**config.mk**
```make
export PLATFORM = sky130hd
export DESIGN_NAME = alu_input_sequencer
export DESIGN_NICKNAME = d
export VERILOG_FILES = /design/src/rtl/alu_input_sequencer.sv
export SDC_FILE = /design/constraint.sdc
export NUM_CORES = 1
export LEC_CHECK = 0
export BUFFER_PORTS_ARGS = -buffer_cell sky130_fd_sc_hd__buf_2
export CORE_AREA = 2 2 51 62
export CTS_CLUSTER_DIAMETER = 80
export DETAILED_ROUTE_END_ITERATION = 8
export DIE_AREA = 0 0 53 64
export PLACE_DENSITY = 0.71
export SLEW_MARGIN = 20
export SYNTH_ARGS = -nofsm -noshare
export SYNTH_HDL_FRONTEND = slang
export SYNTH_SLANG_ARGS = --single-unit
```
**constraint.sdc**
```tcl
create_clock -name clk -period 1.3 [get_ports clk]
set_input_delay 0.195 -clock clk [delete_from_list [all_inputs] [get_ports clk]]
set_output_delay 0.195 -clock clk [all_outputs]
set_load 0.005 [all_outputs]
```
**src/rtl/alu_input_sequencer.sv**
```systemverilog
`default_nettype none
// ============================================================================
//  Module   : alu_input_sequencer
//  Brief    : Debounced two-button front end that steps switch values into
//             operand A, operand B and opcode registers for a downstream ALU.
//  Revision : 1.0 - initial release
// ============================================================================
module alu_input_sequencer #(
    parameter int DEBOUNCE_CYCLES = 4
) (
    input  logic       clk,
    input  logic       rst_n,
    input  logic [3:0] sw,
    input  logic       btn_enter,
    input  logic       btn_clear,
    output logic [3:0] A,
    output logic [3:0] B,
    output logic [3:0] op,
    output logic [1:0] state,
    output logic       valid,
    output logic       op_err
);

    localparam int c_CNT_W = (DEBOUNCE_CYCLES > 2) ? $clog2(DEBOUNCE_CYCLES) : 1;
    localparam logic [c_CNT_W-1:0] c_CNT_MAX = c_CNT_W'(DEBOUNCE_CYCLES - 1);
    localparam logic [3:0] c_OP_MAX = 4'd9;

    typedef enum logic [1:0] {
        LOAD_A  = 2'b00,
        LOAD_B  = 2'b01,
        LOAD_OP = 2'b10,
        RUN     = 2'b11
    } state_t;

    logic [1:0] w_btn_raw;
    logic [1:0] w_press;

    assign w_btn_raw = {btn_clear, btn_enter};

    // Per button: synchronizer, debounce counter, one-cycle press detector.
    // A button held across reset release stays disarmed until it is seen low.
    for (genvar gi = 0; gi < 2; gi++) begin : g_btn
        logic               r_sync1;
        logic               r_sync2;
        logic               r_deb;
        logic               r_deb_d;
        logic               r_armed;
        logic [1:0]         r_fill;
        logic [c_CNT_W-1:0] r_cnt;

        always_ff @(posedge clk or negedge rst_n) begin
            if (!rst_n) begin
                r_sync1 <= 1'b0;
                r_sync2 <= 1'b0;
                r_deb   <= 1'b0;
                r_deb_d <= 1'b0;
                r_armed <= 1'b0;
                r_fill  <= 2'b00;
                r_cnt   <= '0;
            end else begin
                r_sync1 <= w_btn_raw[gi];
                r_sync2 <= r_sync1;
                r_deb_d <= r_deb;
                r_fill  <= {r_fill[0], 1'b1};
                if (r_fill[1] && !r_sync2 && !r_deb) begin
                    r_armed <= 1'b1;
                end
                if (r_sync2 == r_deb) begin
                    r_cnt <= '0;
                end else if (r_cnt == c_CNT_MAX) begin
                    r_deb <= r_sync2;
                    r_cnt <= '0;
                end else begin
                    r_cnt <= r_cnt + 1'b1;
                end
            end
        end

        assign w_press[gi] = r_deb & ~r_deb_d & r_armed;
    end

    logic       w_enter_p;
    logic       w_clear_p;
    state_t     r_state;
    state_t     w_nxt_state;
    logic [3:0] r_a;
    logic [3:0] r_b;
    logic [3:0] r_op;
    logic       r_op_err;
    logic [3:0] w_nxt_a;
    logic [3:0] w_nxt_b;
    logic [3:0] w_nxt_op;
    logic       w_nxt_op_err;

    assign w_enter_p = w_press[0];
    assign w_clear_p = w_press[1];

    always_ff @(posedge clk or negedge rst_n) begin
        if (!rst_n) begin
            r_state  <= LOAD_A;
            r_a      <= 4'd0;
            r_b      <= 4'd0;
            r_op     <= 4'd0;
            r_op_err <= 1'b0;
        end else begin
            r_state  <= w_nxt_state;
            r_a      <= w_nxt_a;
            r_b      <= w_nxt_b;
            r_op     <= w_nxt_op;
            r_op_err <= w_nxt_op_err;
        end
    end

    // Clear has priority; a coincident enter is dropped.
    always_comb begin
        w_nxt_state  = r_state;
        w_nxt_a      = r_a;
        w_nxt_b      = r_b;
        w_nxt_op     = r_op;
        w_nxt_op_err = r_op_err;
        if (w_clear_p) begin
            w_nxt_state  = LOAD_A;
            w_nxt_a      = 4'd0;
            w_nxt_b      = 4'd0;
            w_nxt_op     = 4'd0;
            w_nxt_op_err = 1'b0;
        end else if (w_enter_p) begin
            case (r_state)
                LOAD_A: begin
                    w_nxt_a     = sw;
                    w_nxt_state = LOAD_B;
                end
                LOAD_B: begin
                    w_nxt_b     = sw;
                    w_nxt_state = LOAD_OP;
                end
                LOAD_OP: begin
                    if (sw <= c_OP_MAX) begin
                        w_nxt_op     = sw;
                        w_nxt_op_err = 1'b0;
                        w_nxt_state  = RUN;
                    end else begin
                        w_nxt_op_err = 1'b1;
                    end
                end
                RUN: begin
                    w_nxt_state = LOAD_A;
                end
                default: begin
                    w_nxt_state = LOAD_A;
                end
            endcase
        end
    end

    assign A      = r_a;
    assign B      = r_b;
    assign op     = r_op;
    assign state  = r_state;
    assign valid  = (r_state == RUN);
    assign op_err = r_op_err;

endmodule
`default_nettype wire

```
==> results of run 1 <==
[worst max-delay path: cells and delay by family (launching register included)]
family                     cells  cell delay (ns)
buffers and inverters          2             0.23
adders and majority gates      1             0.14
DFF                            1             0.46
[logic make-up (layout without fill, tap and decap cells)]
| kind of cell | Yosys count | count (layout) | synth area share |
|---|---|---|---|
| adder cells (fa/ha/maj) | 6 | 6 | 0.0586 |
| AO/OA/AOI/OAI | 18 | 18 | 0.0899 |
| XOR/XNOR | 2 | 2 | 0.0137 |
| multiplexers | 11 | 11 | 0.0880 |
| AND/OR/NAND/NOR | 29 | 29 | 0.116 |
| buffers and inverters | 6 | 48 | 0.0244 |
| other | 1 | 1 | 0.00293 |
| flip-flops | 31 | 31 | 0.606 |
[where the power goes]
part	switching, mW	total (mW)	internal, mW	leakage (nW)
Sequential	0.202	1.44	1.23	0.388
Combinational	0.553	1.20	0.643	0.433
Clock	0.303	0.621	0.318	0.0386
Total	1.06	3.25	2.20	0.860
[cells in the mapped netlist]
cell type	number	area share
nand3_1	1	0.0039
mux2_2	2	0.018
dfrtp_1	31	0.61
nor2b_1	2	0.0098
buf_2	1	0.0039
xnor2_1	2	0.014
nand2_1	5	0.015
ha_1	6	0.059
nand3b_1	2	0.012
inv_1	3	0.0088
and4b_1	1	0.0078
o21ai_0	4	0.016
nor3_1	4	0.016
a21o_1	3	0.018
nand4b_1	3	0.021
a211oi_1	2	0.012
a21oi_1	6	0.023
a211oi_2	1	0.0098
mux2i_1	9	0.070
o21a_1	1	0.0059
buf_4	2	0.012
nor2_1	11	0.032
conb_1	1	0.0029
o31ai_1	1	0.0059
[sequential cells by signal, indices dropped and copies added (netlist names)]
register and count:
state 2, op 4, A 4, g_btn.r_cnt 4
g_btn.r_fill 2, g_btn.r_deb 2, op_err 1, g_btn.r_deb_d 2
g_btn.r_armed 2, B 4, g_btn.r_sync2 2, g_btn.r_sync1 2
[repair_timing]
item	4_1_cts	5_1_grt
endpoints found under the setup margin	10	14
gates cloned	0	0
endpoints found under the hold margin	33	0
pin swaps	5	4
setup buffers	2	1
hold buffers	3	0
resized for setup	13	3
[worst paths after layout]
check                                 startpoint           endpoint  slack [ns]  depth (start not counted)
min in group asynchronous                  rst_n  g_btn[0].r_cnt[0]        0.40                          3
worst max-delay path                    state[1]              valid       -0.05                          3
max in group asynchronous                  rst_n           state[1]        0.59                          3
worst min register to register  g_btn[1].r_sync1   g_btn[1].r_sync2        0.35                          0
worst min-delay path                       sw[0]              op[0]        0.16                          3
worst max register to register          state[0]              op[2]       -0.05                          5
[layer usage]
layer	up-vias	global-route usage	routed length (microns)
li1	441	-	-
met1	445	0.218	999
met2	22	0.263	1250
met3	9	0.0514	94
met4	0	0.0897	74
met5	-	0	0
[stage by stage]
stage                     worst slack, ns  cells  cell area (sq um)
after floorplan                   0.00282    104               1290
after global placement            -0.0167    166               1480
after detailed placement           -0.140    166               1480
after CTS                         -0.0716    179               1650
after global routing               -0.166    180               1670
final                             -0.0536    180               1670
[final cells by class]
class,instances,area [sq um],share of cell area
clock buffers,8,68.8,0.0412
inverters,3,11.3,0.00675
multi-input cells,67,517,0.310
flip-flops and latches,31,777,0.466
well taps,34,42.5,0.0255
repair buffers,37,253,0.151
==> results by group, run 1 <==
Clocking
  • Depth of the CTS H-tree: 2
  • Maximum root-to-sink buffer count: 2
  • Clock root buffer master: clkbuf_4
  • Number of clock sinks seen by CTS: 31
  • Clock tree from TritonCTS: built
  • Clock latency on the worst-skew pair: around 0.32 ns
  • Number of CTS-inserted buffers: 5
  • Clock transition time at the flip-flop clock pins of the worst setup and hold paths: approximately 0.090 ns

Floorplan
  • Placeable core area: between 2000 and 3000 sq um
  • Full die area: 3390 sq um
  • Count of standard-cell rows: 21
  • Die boundary width: between 50 and 60 microns
  • Initial Utilization: 0.464
  • Number of top-level pins: 24
  • Chip height: between 60 and 70 microns

Job
  • Maxcap violations: 0

Routing
  • Vias: 917
  • Number of detailed-route iterations in the first pass: 4
  • Antenna violation net count after detailed routing: 0
  • Number of DRC markers after the initial detailed-route iteration: 14
  • Vias per Instance: 5.09
  • Routed wire length: 2410 microns
  • Routed wirelength normalized by instance count: between 10 and 15 microns
  • DRC violation count after routing: 0

Synthesis
  • Yosys warns: 0
  • Synthesized instance count: 104
  • Syn Std Cell Area: between 1000 and 1500 sq um
  • Mean instance size in the synthesized netlist: 12.3 sq um
  • Synthesized flop and latch total: 31
  • Count of different cell masters after synthesis: 24
  • Number of nets in the synthesized netlist: 118
  • Register area share after synthesis: 0.606

GRT
  • Global-route wire length before repair: ~4200 microns
  • Number of global-route vias before repair: 943
  • Global routing usage summed across all routing layers: 0.172
  • Pin count of the biggest net entering global routing: 32
  • Antenna violations before repair: 0
  • Gr ovfl total: 0

Setup path
  • Arrival time at the worst endpoint: roughly 1.2 ns
  • Critical-path top delay cell: dfrtp_2
  • Delay of the slowest cell on the worst path: about 0.46 ns
  • Largest fanout on the critical path: 4
  • Critical path type: flop to primary output
  • Critical Path Sink Type: primary output
  • Ordered cell list for the critical path: buf_6 > ha_4 > buf_6
  • CP Launch Type: flop
  • CP Data Required Time: ~1.1 ns
  • Most used cell, CP: buf_6

Timing
  • Fmax: 0.739 GHz
  • Clock tree skew after final layout: about 0.0042 ns
  • Post-route clock period utilization: 1.04
  • Final number of setup-violating endpoints: 9
  • Min setup slack post-route: -0.0536 ns
  • RSZ-0062 raised after global routing: yes
  • Final number of max-transition violations: 0
  • Min Hold Slack: around 0.16 ns
  • Number of hold violations in the final report: 0
  • Total negative slack for setup checks: -0.275 ns
  • Time the worst path needs with I/O delays and setup: 1.35 ns

Pwr
  • Leakage dissipation: 0.860 nW
  • Total chip power: approximately 3.3 mW
  • Worst voltage drop across the vdd grid: roughly 1.1 mV
  • Power per Cell Area: a little under 2000 nW/um^2

Final layout
  • Net count of the finished layout: 159
  • Commonest cells after routing, fill and taps aside: 30 x dfrtp_1, 22 x buf_2, 11 x nor2_1, 9 x mux2i_1
  • Ant. Diodes: 0
  • Fraction of layout cells with a size suffix above 1: 0.370
  • Post-Route Utilization: 0.605
  • Most common cell after layout, fill and taps aside: dfrtp_1
  • FILL cells: 230
  • Area added between synthesis and finish: 30.4%

Run status
  • Violations in the final reports: negative setup slack
  • Status: complete, but fails checks

Hold path
  • Worst hold-check path type: input port to flop

Placement
  • RD Place Congestion: about 0.8
  • Number of I/O port buffers: 23
  • DP HPWL: between 1500 and 2000 microns
Note: power is estimated with default switching activity, not from simulation.
==> inputs of run 2 (changes only) <==
--- a/config.mk
+++ b/config.mk
@@ -7,9 +7,10 @@
 export LEC_CHECK = 0
 export BUFFER_PORTS_ARGS = -buffer_cell sky130_fd_sc_hd__buf_2
-export CORE_AREA = 2 2 51 62
+export CORE_AREA = 2 2 55 57
 export CTS_CLUSTER_DIAMETER = 80
 export DETAILED_ROUTE_END_ITERATION = 8
-export DIE_AREA = 0 0 53 64
+export DIE_AREA = 0 0 57 59
 export PLACE_DENSITY = 0.71
+export RECOVER_POWER = 25
 export SLEW_MARGIN = 20
 export SYNTH_ARGS = -nofsm -noshare
==> constraint.sdc (replaced) <==
create_clock -name clk -period 1.3 [get_ports clk]
set_input_delay 0.13 -clock clk [delete_from_list [all_inputs] [get_ports clk]]
set_output_delay 0.13 -clock clk [all_outputs]
set_load 0.005 [all_outputs]
==> run 2 against run 1 <==
  * The flow still finishes with violations (negative setup slack)
  * Core utilization rose by 2.5 points
  * Setup slack gained 0.025 ns
  * Critical path depth up 1
  * Sequential power is essentially flat
  * Via count is 2.8% higher
  * Final cell count shrank 0.56%
  * First-iteration DRC count rose by 110%
  * Combinational power grew 8%
  * Sequential share of layout area shrank 1.1 points
  * Register-to-register slack better by 0.03 ns
  * Maximum frequency rose by 1.9%
==> results by group, run 2 (synthesis gave the netlist of run 1 again) <==
Setup path
  • Arrival time at the worst endpoint: 1.57 ns (+0.41 ns)
  • Number of buffers and inverters on the critical path: 1 (-1)
  • Dominant delay contributor by cell family on the critical path: flip-flops
  • Ordered cell list for the critical path: ha_4 > and4b_2 > buf_4 > a211oi_2
  • CP Data Required Time: 1.54 ns (+0.43 ns)
  • Delay of the slowest cell on the worst path: 0.47 ns (about the same)
  • Critical path type: flop to flop
  • Largest fanout on the critical path: 6 (+2)
  • Critical Path Sink Type: flop
  • CP Launch Type: flop
  • Critical-path top delay cell: dfrtp_2

Routing
  • Routed wire length: 2470 microns (+2.3%)
  • DRC violation count after routing: 0 (unchanged)
  • Number of detailed-route iterations in the first pass: 4 (unchanged)
  • Number of DRC markers after the initial detailed-route iteration: 30 (+16)
  • Antenna violation net count after detailed routing: 0 (unchanged)
  • Vias: 943 (+2.8%)
  • Routed wirelength normalized by instance count: 13.8 microns (+2.8%)
  • Vias per Instance: 5.27 (+3.4%)

Hold path
  • Worst hold-check path type: input port to flop

Clocking
  • Clock transition time at the flip-flop clock pins of the worst setup and hold paths: 0.10 ns (about the same)
  • Maximum root-to-sink buffer count: 2 (unchanged)
  • Number of clock sinks seen by CTS: 31 (unchanged)
  • Number of CTS-inserted buffers: 5 (unchanged)
  • Clock tree from TritonCTS: built
  • Depth of the CTS H-tree: 2 (unchanged)
  • Clock latency on the worst-skew pair: 0.32 ns (about the same)
  • Clock root buffer master: clkbuf_4

Timing
  • Min setup slack post-route: -0.0283 ns (+0.0253 ns)
  • RSZ-0062 raised after global routing: yes
  • Final number of setup-violating endpoints: 4 (-5)
  • Post-route clock period utilization: 1.02 (-0.0194)
  • Time the worst path needs with I/O delays and setup: 1.33 ns (-0.0253 ns)
  • Clock tree skew after final layout: 0.0126 ns (+0.00843 ns)
  • Number of hold violations in the final report: 0 (unchanged)
  • Pin slew with the least headroom to its limit: a little under 0.9 ns
  • Fmax: 0.753 GHz (+1.9%)
  • Worst relative slew slack: 0.407
  • Final number of max-transition violations: 0 (unchanged)

Floorplan
  • Initial Utilization: 0.472 (+0.00835)
  • Die boundary width: 57 microns (+7.5%)
  • Count of standard-cell rows: 19 (-9.5%)
  • Placeable core area: 2710 sq um (-1.8%)
  • Number of top-level pins: 24 (unchanged)
  • Chip height: 59 microns (-7.8%)
  • Full die area: 3360 sq um (-0.85%)

Placement
  • RD Place Congestion: 0.774 (-2.7%)
  • DP HPWL: 1790 microns (+6.2%)
  • Number of placed instances with taps included: 163 (-1.8%)
  • Number of I/O port buffers: 23 (unchanged)

Final layout
  • Area added between synthesis and finish: 33.4%
  • Reg area: 777 sq um (unchanged)
  • Commonest cells after routing, fill and taps aside: 30 x dfrtp_1, 21 x buf_2, 11 x nor2_1, 9 x mux2i_1, 8 x buf_4
  • Area occupied by multi-input gates: 553 sq um (+7.0%)
  • Ant. Diodes: 0 (unchanged)
  • Most common cell after layout, fill and taps aside: dfrtp_1
  • Fraction of layout cells with a size suffix above 1: 0.399 (+0.0288)
  • FILL cells: 221 (-3.9%)
  • Fin cells: 179 (-0.56%)
  • Net count of the finished layout: 161 (+1.3%)

Pwr
  • Worst voltage drop across the vdd grid: 1.42 mV (+32%)
  • Leakage dissipation: 0.862 nW (+0.28%)
  • Total chip power: 3.24 mW (-0.30%)
  • Power per Cell Area: 1900 nW/um^2 (-2.6%)

Job
  • Maxcap violations: 0 (unchanged)

Run status
  • Violations in the final reports: negative setup slack
  • Status: complete, but fails checks

GRT
  • Global-route wire length before repair: 4040 microns (-4.7%)
  • Gr ovfl total: 0 (unchanged)
  • Antenna violations before repair: 0 (unchanged)
  • Global routing usage summed across all routing layers: 0.165 (-0.00750)
  • Pin count of the biggest net entering global routing: 18 (-44%)
  • Number of global-route vias before repair: 908 (-3.7%)
## run 2: cell count changes in the layout (fill, tap and decap cells not counted), sizes merged
cell,change
buf,+1
clkinv,+1
## run 2: cell type report
type	count	area share
timing repair buffer	39	0.161
multi-input combinational	67	0.324
sequential	31	0.455
tap	31	0.0227
inverter	3	0.00806
clock inverter	1	0.00293
clock buffer	7	0.0264
## run 2: per-stage QoR
step / hold slack [ns] / util / cell area (sq um) / setup slack [ns] / setup TNS [ns]
floorplan: -0.166 / - / 1290 / 0.00282 / 0
global placement: 0.0631 / 0.551 / 1490 / -0.0197 / -0.0538
detailed placement: 0.0647 / 0.551 / 1490 / -0.105 / -0.392
CTS: 0.0685 / 0.612 / 1660 / -0.0193 / -0.0670
global route: 0.107 / 0.630 / 1710 / -0.0895 / -1.03
finish: 0.0858 / 0.630 / 1710 / -0.0283 / -0.0535
## run 2: path summary, 6_finish.rpt
kind | startpoint | end | slack, ns | cells past startpoint
setup / recovery | state[1] | op[3] | -0.03 | 4
hold / removal | sw[0] | op[0] | 0.09 | 3
setup reg to reg | state[1] | op[3] | -0.03 | 4
hold reg to reg | g_btn[1].r_sync1 | g_btn[1].r_sync2 | 0.36 | 0
max in group asynchronous | rst_n | state[1] | 0.26 | 2
min in group asynchronous | rst_n | op[3] | 0.43 | 2
## run 2: worst register-to-register path, cell delays in order (launching register included)
cell      delay [ns]
dfrtp_2         0.47
ha_4            0.19
and4b_2         0.27
buf_4           0.15
a211oi_2        0.17
## run 2: timing repair
action | 4_1_cts | 5_1_grt
endpoints found under the hold margin | 16 | 0
endpoints found under the setup margin | 10 | 14
buffers inserted | 2 | 3
hold buffers | 3 | 0
gates resized for setup | 16 | 7
pin swaps | 7 | 4
## run 2: metal layers
metal,wire length (microns),GRT usage,vias to the layer above
li1,-,-,450
met1,1000,0.194,455
met2,1290,0.281,33
met3,145,0.0590,5
met4,35,0.0598,0
met5,0,0,-
## run 2: where the power goes
group	total, mW	switching, mW	internal, mW
clock network	0.508	0.298	0.210
registers	1.43	0.198	1.23
logic	1.30	0.604	0.699
==> inputs of run 3 (changes only) <==
CTS_CLUSTER_DIAMETER = not set   (was 80)
SKIP_CTS_REPAIR_TIMING = 1   (was not set)
==> run 3 against run 2 <==
  * The run still ends with negative setup slack left
  * Flip-flop and latch count unchanged
  * Largest cell class unchanged
  * Non-clock buffer count down 4
  * Critical path type unchanged
  * Final cell count down 2.2%
  * Worst hold slack better by 0.0049 ns
  * Die area unchanged
==> results by group, run 3 (synthesis gave the netlist of run 1 again) <==
Setup path
  • Arrival time at the worst endpoint: 1.60 ns (+0.03 ns)
  • Critical path type: flop to flop
  • CP Data Required Time: 1.54 ns (about the same)
  • Critical Path Sink Type: flop
  • Largest fanout on the critical path: 6 (unchanged)
  • CP Launch Type: flop

Routing
  • DRC violation count after routing: 0 (unchanged)
  • Number of detailed-route iterations in the first pass: 4 (unchanged)
  • Routed wirelength normalized by instance count: 14.0 microns (+1.5%)
  • Vias: 908 (-3.7%)
  • Vias per Instance: 5.19 (-1.5%)
  • Antenna violation net count after detailed routing: 0 (unchanged)
  • Routed wire length: 2450 microns (-0.77%)
  • Number of DRC markers after the initial detailed-route iteration: 30 (unchanged)

Placement
  • Number of I/O port buffers: 23 (unchanged)
  • Area post-placement: 1490 sq um (unchanged)
  • Number of placed instances with taps included: 163 (unchanged)
  • RD Place Congestion: 0.774 (unchanged)
  • DP HPWL: 1790 microns (unchanged)

Timing
  • Total negative slack for setup checks: -0.147 ns (-0.0940 ns)
  • Pin slew with the least headroom to its limit: 0.897 ns (+0.00633 ns)
  • Clock tree skew after final layout: 0.0121 ns (-0.000574 ns)
  • Final number of max-transition violations: 0 (unchanged)
  • Min setup slack post-route: -0.0523 ns (-0.0239 ns)
  • Final number of setup-violating endpoints: 6 (+2)
  • Fmax: 0.740 GHz (-1.8%)
  • RSZ-0062 raised after global routing: yes
  • Post-route clock period utilization: 1.04 (+0.0184)
  • Number of hold violations in the final report: 0 (unchanged)
  • Time the worst path needs with I/O delays and setup: 1.35 ns (+0.0239 ns)
  • Worst relative slew slack: 0.402 (-0.00422)

Job
  • Maxcap violations: 0 (unchanged)

Clocking
  • Number of clock sinks seen by CTS: 31 (unchanged)
  • Clock tree from TritonCTS: built
  • Maximum root-to-sink buffer count: 2 (unchanged)
  • Depth of the CTS H-tree: 2 (unchanged)
  • Clock latency on the worst-skew pair: 0.32 ns (about the same)
  • Clock root buffer master: clkbuf_4
  • Clock transition time at the flip-flop clock pins of the worst setup and hold paths: 0.10 ns (about the same)
  • Number of CTS-inserted buffers: 5 (unchanged)

Floorplan
  • Die boundary width: 57 microns (unchanged)
  • Full die area: 3360 sq um (unchanged)
  • Count of standard-cell rows: 19 (unchanged)
  • Placeable core area: 2710 sq um (unchanged)
  • Chip height: 59 microns (unchanged)
  • Number of top-level pins: 24 (unchanged)
  • Initial Utilization: 0.472 (unchanged)

GRT
  • Pin count of the biggest net entering global routing: 18 (unchanged)
  • Busiest layer in global routing: met2
  • Gr ovfl total: 0 (unchanged)
  • Number of global-route vias before repair: 859 (-5.4%)
  • GR Layer Usage met1: 0.191 (-0.00287)
  • Global-route wire length before repair: 3880 microns (-3.9%)
  • Met2 Usage GRT: 0.264 (-0.0164)
  • Met3 capacity usage during global routing: 0.0590 (unchanged)
  • Antenna violations before repair: 0 (unchanged)
  • Global routing usage summed across all routing layers: 0.159 (-0.00564)

Pwr
  • Leakage dissipation: 0.838 nW (-2.8%)
  • Power per Cell Area: 1920 nW/um^2 (+1.2%)
  • Worst voltage drop across the vdd grid: 1.42 mV (about the same)

Run status
  • Status: complete, but fails checks
  • Violations in the final reports: negative setup slack

Final layout
  • Net count of the finished layout: 157 (-2.5%)
  • Area added between synthesis and finish: 27.5%
  • Most common cell after layout, fill and taps aside: dfrtp_1
  • Commonest cells after routing, fill and taps aside: 29 x dfrtp_1, 22 x buf_2, 11 x nor2_1, 9 x mux2i_1
  • Ant. Diodes: 0 (unchanged)
  • Fin cells: 175 (-2.2%)
  • FILL cells: 228 (+3.2%)
  • Fraction of layout cells with a size suffix above 1: 0.340 (-0.0584)
  • Post-route cell area: 1630 sq um (-4.5%)

Hold path
  • Worst hold-check path type: input port to flop
==> run 3: cell count changes in the layout (fill, tap and decap cells not counted), sizes merged <==
cell / previous run / this run
buf: 35 / 31
==> run 3: per-stage QoR <==
stage | worst slack (ns) | hold slack, ns | power, mW | utilization
after global routing | -0.125 | 0.107 | 3.39 | 0.602
after floorplan | 0.00282 | -0.166 | 2.08 | -
after global placement | -0.0197 | 0.0631 | 2.46 | 0.551
after CTS | -0.129 | -0.292 | 3.06 | 0.569
final | -0.0523 | 0.0907 | 3.14 | 0.602
after detailed placement | -0.105 | 0.0647 | 2.54 | 0.551
==> run 3: routing by layer <==
layer	vias to the layer above	wire length, microns	part of all wire
li1	440	-	-
met1	436	1020	0.42
met2	27	1270	0.52
met3	5	124	0.051
met4	0	34	0.014
met5	-	0	0
==> run 3: where the power goes <==
part / internal, mW / switching (mW) / total (mW)
logic: 0.623 / 0.560 / 1.18
registers: 1.24 / 0.205 / 1.44
clock network: 0.210 / 0.300 / 0.510
total: 2.07 / 1.06 / 3.14
==> run 3: path summary, 6_finish.rpt <==
| kind | from | end | slack [ns] | depth (start not counted) |
|---|---|---|---|---|
| min in group asynchronous | rst_n | op_err | 0.44 | 2 |
| setup / recovery | state[0] | op[3] | -0.05 | 5 |
| hold reg to reg | g_btn[1].r_sync1 | g_btn[1].r_sync2 | 0.36 | 0 |
| hold / removal | sw[0] | op[0] | 0.09 | 3 |
| setup reg to reg | state[0] | op[3] | -0.05 | 5 |
| max in group asynchronous | rst_n | state[1] | 0.25 | 2 |
==> run 3: cell type report <==
class | count | area (sq um) | share of cell area
Multi-Input combinational cell | 67 | 515 | 0.316
Timing Repair Buffer | 35 | 235 | 0.144
Tap cell | 31 | 38.8 | 0.0238
Clock buffer | 7 | 45.0 | 0.0276
Inverter | 3 | 13.8 | 0.00844
Sequential cell | 31 | 778 | 0.477
Clock inverter | 1 | 5.00 | 0.00307
==> run 3: critical path, cell delays in order, from the launching register on <==
cell      delay, ns
dfrtp_2        0.46
inv_4          0.10
ha_4           0.14
and4b_2        0.30
a21oi_2        0.08
a211oi_2       0.20
